==> src/rtl/countdown_timer.sv <==
// Two-digit loadable down-counter with start/pause control and an expiry pulse.
// Optional periodic mode when COUNTDOWN_AUTO_RELOAD_EN is defined: expiry reloads the last loaded value.
module countdown_timer #(
  parameter int WIDTH     = 7,
  parameter int MAX_VALUE = 99
) (
  input  logic             clk,
  input  logic             rstn,
  input  logic             en,
  input  logic             load,
  input  logic [WIDTH-1:0] load_value,
  input  logic             start,
  input  logic             pause,
  output logic [WIDTH-1:0] count,
  output logic             running,
  output logic             done,
  output logic             zero
);

  typedef enum logic [1:0] {IDLE, RUN, PAUSE, DONE} state_t;

  localparam logic [WIDTH-1:0] MAX_W = WIDTH'(MAX_VALUE);
  localparam logic [WIDTH-1:0] ONE_W = WIDTH'(1);

  state_t           state, state_n;
  logic [WIDTH-1:0] count_n;
  logic [WIDTH-1:0] clamped;
  logic             done_n;

`ifdef COUNTDOWN_AUTO_RELOAD_EN
  logic [WIDTH-1:0] reload_reg, reload_n;
`endif

  assign clamped = (load_value > MAX_W) ? MAX_W : load_value;

  always_ff @(posedge clk) begin
    if (!rstn) begin
      state   <= IDLE;
      count   <= '0;
      running <= 1'b0;
      done    <= 1'b0;
      zero    <= 1'b1;
`ifdef COUNTDOWN_AUTO_RELOAD_EN
      reload_reg <= '0;
`endif
    end else begin
      state   <= state_n;
      count   <= count_n;
      running <= (state_n == RUN);
      done    <= done_n;
      zero    <= (count_n == '0);
`ifdef COUNTDOWN_AUTO_RELOAD_EN
      reload_reg <= reload_n;
`endif
    end
  end

  // Commands that do not apply in the current state fall through to the next lower priority one.
  always_comb begin
    state_n = state;
    count_n = count;
    done_n  = 1'b0;
`ifdef COUNTDOWN_AUTO_RELOAD_EN
    reload_n = reload_reg;
`endif
    if (load) begin
      count_n = clamped;
      state_n = IDLE;
`ifdef COUNTDOWN_AUTO_RELOAD_EN
      reload_n = clamped;
`endif
    end else if (start && (state == IDLE || state == DONE) && count != '0) begin
      state_n = RUN;
    end else if (pause && state == RUN) begin
      state_n = PAUSE;
    end else if (pause && state == PAUSE) begin
      state_n = RUN;
    end else if (en && state == RUN) begin
      if (count > ONE_W) begin
        count_n = count - ONE_W;
      end else if (count == ONE_W) begin
        done_n = 1'b1;
`ifdef COUNTDOWN_AUTO_RELOAD_EN
        if (reload_reg != '0) begin
          count_n = reload_reg;
        end else begin
          count_n = '0;
          state_n = DONE;
        end
`else
        count_n = '0;
        state_n = DONE;
`endif
      end
    end
  end

endmodule

==> config.mk <==
export PLATFORM = sky130hd
export DESIGN_NAME = countdown_timer
export DESIGN_NICKNAME = d
export VERILOG_FILES = /design/src/rtl/countdown_timer.sv
export SDC_FILE = /design/constraint.sdc
export NUM_CORES = 1
export LEC_CHECK = 0
export BUFFER_PORTS_ARGS = -buffer_cell sky130_fd_sc_hd__buf_2
export CORE_MARGIN = 4
export CORE_UTILIZATION = 40
export CTS_CLUSTER_SIZE = 16
export DETAILED_ROUTE_END_ITERATION = 7
export SYNTH_ARGS = -nofsm -noshare
export SYNTH_HDL_FRONTEND = slang
export SYNTH_SLANG_ARGS = --single-unit
export TNS_END_PERCENT = 10
==> constraint.sdc <==
create_clock -name clk -period 2.6 [get_ports clk]
set_input_delay 0 -clock clk [delete_from_list [all_inputs] [get_ports clk]]
set_output_delay 0 -clock clk [all_outputs]
set_load 0.005 [all_outputs]
==> results of run 1 <==
[final timing paths]
path,to
max,zero$_SDFF_PN1_
min,count[0]$_SDFF_PN0_
max reg2reg,zero$_SDFF_PN1_
min reg2reg,count[1]$_SDFF_PN0_
[final cells by class]
class,instances,area [µm²]
inverters,8,30.0
fillers,197,972
multi-input cells,83,549
flip-flops and latches,12,240
clock buffers,4,36.3
repair buffers,23,120
well taps,27,33.8
[cell families (layout without fill, tap and decap cells)]
| group | Yosys count | after routing |
|---|---|---|
| DFF | 12 | 12 |
| AOI/OAI and AO/OA | 27 | 27 |
| adders and majority gates | 4 | 4 |
| buffers and inverters | 11 | 35 |
| muxes | 1 | 1 |
| and+or+nand+nor | 51 | 51 |
[timing repair]
| action | CTS | global route |
|---|---|---|
| hold endpoints to repair | 1 | 0 |
| hold buffers | 1 | 0 |
| resized for setup | 0 | 0 |
[power groups by stage]
stage          sequential [mW]  clock (mW)  combinational [mW]
5_1_grt                  0.210       0.160               0.134
4_1_cts                  0.207       0.153               0.120
3_3_place_gp             0.211           0               0.120
2_1_floorplan            0.210           0              0.0802
3_5_place_dp             0.211           0               0.118
6_report                 0.207       0.149               0.120
[critical path: stages (launching register included)]
cell and delay, ns:
dfxtp_1 0.37, inv_1 0.07, ha_1 0.16, nor3b_2 0.32
a21oi_2 0.19, or4_1 0.54, a31oi_1 0.22, o41ai_2 0.10
[Yosys cell counts (all sizes together), types with 2 or more instances]
library cell	n	area, µm²
a311oi	3	26.3
a41oi	3	26.3
nand2	8	32.5
ha	4	50.1
buf	2	16.3
a21oi	3	18.8
dfxtp	12	240
and2	2	12.5
nor2	14	52.6
nand2b	3	18.8
nand3	4	25.0
or4	3	22.5
inv	8	30.0
o21ai	5	25.0
a31oi	5	31.3
nor3	7	40.0
[per-layer routing]
metal	vias to the layer above	track usage (%)	routed length, µm	part of all wire (%)
met1	393	20.9	922	44
met2	39	27.6	969	47
met4	0	7.47	20	0.96
li1	449	-	-	-
met3	4	3.32	163	7.9
met5	-	0	0	0
[registers in the layout (all words and copies together) (netlist names)]
name / flops
count: 7
done: 1
running: 1
state: 2
zero: 1
==> out/results.tsv, run 1 <==
metric	value	unit
period utilisation layout	80.4	%
CTS tree	done	
TNS Setup	0	ns
Worst Tran Pin Value	0.509	ns
Die Height	54.0	µm
clk_lat worst skew	0.27	ns
FMAX	0.478	GHz
routed len/inst	13.2	µm
Final Instance Count excl. Fillers	157	
Tot Pwr	477	µW
CTS buffer count	3	
I/O Pins	23	
Post-Syn Instances	106	
cell count after placement	152	
global-route wire length before repair	3.51	mm
Finished Core Util	50.9	%
leak pwr	0.439	nW
Syn Area/Cell	7.98	µm²
relative slew slack	65.2	%
critical path class	flip-flop to flip-flop	
r2r setup slk	0.51	ns
Rows	16	
status	finished, final reports clean	
fin crit period	2.09	ns
Layout area overhead	19.4	%
Flop pwr share	43.5	%
initial core utilization	42.7	%
Place WS	0.552	ns
Worst setup SP type	flip-flop	
P per Cell Area	472	nW/µm²
RR Startpoint	count[0]$_SDFF_PN0_	
Post-DP HPWL	1.61	mm
post-synthesis adder-cell area fraction	5.92	%
Max Cap Viol	0	
GRT Total Usage	16.7	%
Nets	148	
commonest non-fill, non-tap cells in the layout	22 x buf_2, 14 x nor2_1, 12 x dfxtp_1, 8 x inv_1, 7 x nand2_1	
RSZ-0062 raised after global routing	false	
vias post-DR	885	
1st-iter DRT viols	31	
Routed WL	2.08	mm
CTS H-tree depth	1	
Clock power frac	31.3	%
Cell Int Power	330	µW
# setup viols final	0	
Sw Ratio	30.8	%
Hold Worst Slack	0.0559	ns
routability cong.	0.931	
final hold viol count	0	
simple-gate share of the synthesized area	33.7	%
layout cells sized above 1	26.2	%
Comb pwr share	25.2	%
HP Class	input pin to flip-flop	
Async S/R FF share, synth	0	%
root buf cell	clkbuf_4	
Residual DRC	0	
EDFF count, synth	0	
peak supply drop	248	µV
Distinct cells, synth	42	
Critical Path RT	2.75	ns
Via density	5.64	
flops & latches, synth	12	
setup ws final	0.509	ns
initial antenna violation count	0	
R2R depth	7	
IO buf count	22	
largest family of logic cells by synthesized area	simple AND/OR/NAND/NOR gates	
Worst EP arrival	2.24	ns
post-synthesis sequential area ratio	28.4	%
Clk pin slew, worst setup/hold paths	0.07	ns
Max Clock Skew	0.00377	ns
Synth Area in Compound Gates	24.0	%
hold path cells	3	
Sw Pwr	147	µW
Synth Flop Type	dfxtp_1	
clk sinks	12	
Syn. warnings	0	
commonest non-fill, non-tap cell in the layout	buf_2	
CP Capture Type	flip-flop	
Placed Area	963	µm²
Final Slew Violations	0	
Post-Synth XOR/XNOR Area	0	%
vias in the first global route	795	
largest net degree at the start of global routing	17	
grt total ovfl	0	
mux contribution to synthesized area	1.33	%
Post-Layout Inst Area	1010	µm²
Post-Syn Nets	123	
Synth Cell Area	846	µm²
CTS max path bufs	2	
Critical Path Fanout Max	9	
hold_sp	load_value[0]	
Routed Antenna Nets	0	
die area	2910	µm²
core area	1980	µm²
Setup Fix Bufs, Post-CTS	0	
Setup crit start	count[0]$_SDFF_PN0_	
n_diodes	0	
first-pass detailed-route iteration total	4	
die width	54.0	µm
Power figures use the tool's default switching activity.
==> run 2: changes to the inputs <==
--- a/config.mk
+++ b/config.mk
@@ -5,11 +5,14 @@
 export SDC_FILE = /design/constraint.sdc
 export NUM_CORES = 1
 export LEC_CHECK = 0
+export ABC_AREA = 1
 export BUFFER_PORTS_ARGS = -buffer_cell sky130_fd_sc_hd__buf_2
+export CORE_ASPECT_RATIO = 0.6
 export CORE_MARGIN = 4
 export CORE_UTILIZATION = 40
 export CTS_CLUSTER_SIZE = 16
 export DETAILED_ROUTE_END_ITERATION = 7
+export PLACE_DENSITY = 0.65
 export SYNTH_ARGS = -nofsm -noshare
 export SYNTH_HDL_FRONTEND = slang
 export SYNTH_SLANG_ARGS = --single-unit
==> constraint.sdc (replaced) <==
create_clock -name clk -period 1.7 [get_ports clk]
set_input_delay 0 -clock clk [delete_from_list [all_inputs] [get_ports clk]]
set_output_delay 0 -clock clk [all_outputs]
set_load 0.005 [all_outputs]
==> run 2 against run 1 <==
  * Worst hold slack got worse by 0.0070 ns
  * Setup slack got worse by 0.44 ns
  * Non-clock buffer count increased by 13
  * Critical path type unchanged
==> out/results.tsv, run 2 <==
metric	value	unit
commonest non-fill, non-tap cells in the layout	39 x nand2_1, 22 x buf_2, 15 x nor2_1	
post-synth top area share	25.8	%
Synth Cell Area	931	µm²
HP Class	input pin to flip-flop	
status	finished, final reports clean	
Sw Ratio	32.2	%
R2R depth	14	
# setup viols final	0	
fin crit period	1.63	ns
cell count after placement	210	
peak supply drop	373	µV
core area	2200	µm²
Syn. warnings	0	
top post-synthesis cells by area	dfxtp_1 26%, nand2_1 20%, inv_1 8.1%	
clk_lat worst skew	0.24	ns
Post-Syn Instances	153	
TNS Setup	0	ns
grt total ovfl	0	
Post-Syn Nets	170	
Synth top cells by count	50 x nand2_1, 20 x inv_1, 20 x nor2_1	
hold path cells	3	
period utilisation layout	95.7	%
die width	70.3	µm
Max Clock Skew	0.00297	ns
multi-input logic area	706	µm²
initial core utilization	42.4	%
Post-Layout Inst Area	1370	µm²
RSZ-0062 raised after global routing	true	
Worst EP arrival	1.81	ns
leak pwr	0.694	nW
CP Capture Type	flip-flop	
vias post-DR	1050	
top-count cell post-synth	nand2_1	
Cell Int Power	636	µW
Sw Pwr	302	µW
Final Instance Count excl. Fillers	222	
Tot Pwr	937	µW
Worst setup SP type	flip-flop	
most congested layer reported by global routing	met1	
Critical Path RT	1.88	ns
Layout area overhead	47.3	%
Routed WL	2.65	mm
Routed Antenna Nets	0	
Top reg by flops	count	
Nets	210	
EDFF count, synth	0	
GR Util met1	24.0	%
Largest regs	count x7, state x2	
final hold viol count	0	
Synth Flop Type	dfxtp_1	
Hold Worst Slack	0.0489	ns
CTS max path bufs	2	
routed len/inst	11.9	µm
I/O Pins	23	
CTS tree	done	
Distinct cells, synth	23	
met3 global-route usage	0.889	%
initial antenna violation count	0	
commonest non-fill, non-tap cell in the layout	nand2_1	
vias in the first global route	804	
FMAX	0.615	GHz
CTS buffer count	3	
Rows	13	
GR Util met2	21.4	%
Sequential Area	255	µm²
largest net degree at the start of global routing	11	
Flop pwr share	34.5	%
CTS H-tree depth	1	
Residual DRC	0	
clk sinks	12	
Placed Area	1110	µm²
global-route wire length before repair	3.75	mm
flops & latches, synth	12	
P per Cell Area	683	nW/µm²
Post-DP HPWL	1.95	mm
Critical Path Fanout Max	8	
die area	3190	µm²
critical path class	flip-flop to flip-flop	
routability cong.	0.850	
Via density	4.73	
Comb pwr share	32.7	%
root buf cell	clkbuf_8	
Worst Tran Pin Value	0.289	ns
post-synth top area cell	dfxtp_1	
Max Cap Viol	0	
Final Slew Violations	0	
max reg flops	7	
Clock power frac	32.8	%
relative slew slack	80.6	%
Filler cells	208	
Clk pin slew, worst setup/hold paths	0.05	ns
GRT Total Usage	15.1	%
n_diodes	0	
IO buf count	22	
post-synthesis sequential area ratio	25.8	%
1st-iter DRT viols	35	
first-pass detailed-route iteration total	4	
Async S/R FF share, synth	0	%
Die Height	45.4	µm
layout cells sized above 1	49.5	%
Syn Area/Cell	6.08	µm²
==> run 2: changes by cell type in the layout (fill, tap and decap cells not counted), moves of 5 or more <==
| cell | previous run | this run |
|---|---|---|
| nand2_1 | 7 | 39 |
| buf_4 | 0 | 12 |
| nand2_2 | 1 | 13 |
| nand3_1 | 3 | 13 |
| dfxtp_1 | 12 | 4 |
| inv_2 | 0 | 7 |
| dfxtp_2 | 0 | 6 |
| nor2_2 | 0 | 6 |
| a31oi_1 | 5 | 0 |
| inv_1 | 8 | 13 |
==> run 2: timing repair <==
action / CTS / global route
buffers inserted: 0 / 6
endpoints found under the setup margin: 2 / 4
resized for setup: 3 / 47
hold buffers: 2 / 0
hold endpoints to repair: 3 / 0
pin swaps: 0 / 15
==> run 2: worst paths after layout <==
check | startpoint | end | slack (ns)
min reg2reg | count[0]$_SDFF_PN0_ | count[0]$_SDFF_PN0_ | 0.64
min | load_value[4] | count[4]$_SDFF_PN0_ | 0.05
max | count[0]$_SDFF_PN0_ | zero$_SDFF_PN1_ | 0.07
max reg2reg | count[0]$_SDFF_PN0_ | zero$_SDFF_PN1_ | 0.07
==> run 2: stage by stage <==
step / setup slack (ns) / utilization [%]
finish: 0.0729 / 62.5
global route: -0.0614 / 62.5
CTS: 0.0120 / 54.2
detailed placement: -0.0791 / 50.5
global placement: -0.0760 / 50.5
floorplan: 0.123 / -
==> run 2: cell type report <==
cell class / count / share of cell area, %
multi-input combinational: 116 / 51.5
sequential: 12 / 18.6
tap: 30 / 2.74
timing repair buffer: 36 / 16.1
inverter: 24 / 7.12
clock buffer: 4 / 4.01
==> run 2: power by group through the flow <==
| stage | combinational [mW] | clock (mW) | sequential (mW) |
|---|---|---|---|
| final | 0.307 | 0.307 | 0.323 |
| after global routing | 0.342 | 0.329 | 0.325 |
| after detailed placement | 0.237 | 0 | 0.321 |
| after CTS | 0.244 | 0.316 | 0.315 |
| after floorplan | 0.165 | 0 | 0.320 |
| after global placement | 0.235 | 0 | 0.321 |
==> run 2: critical path: stages (launching register included) <==
cell	delay (ns)
dfxtp_4	0.37
inv_4	0.07
ha_4	0.14
nand2_4	0.05
inv_4	0.06
nand2_4	0.07
a21oi_4	0.25
nand2_2	0.08
nand2_1	0.06
nand3_1	0.06
nand2_1	0.08
nand3_1	0.07
nor2_1	0.11
nand2_1	0.06
nand2_1	0.05
==> run 2: kinds of logic after synthesis <==
kind of cell | after synthesis | synth area share [%]
AOI/OAI and AO/OA | 6 | 5.24
adders and majority gates | 4 | 5.38
buffers and inverters | 25 | 11.3
and+or+nand+nor | 106 | 52.3
DFF | 12 | 25.8
==> run 2: metal layers <==
layer | up-vias | share of wire [%]
li1 | 551 | -
met1 | 466 | 49
met2 | 29 | 44
met3 | 4 | 5.5
met4 | 0 | 1.2
met5 | - | 0
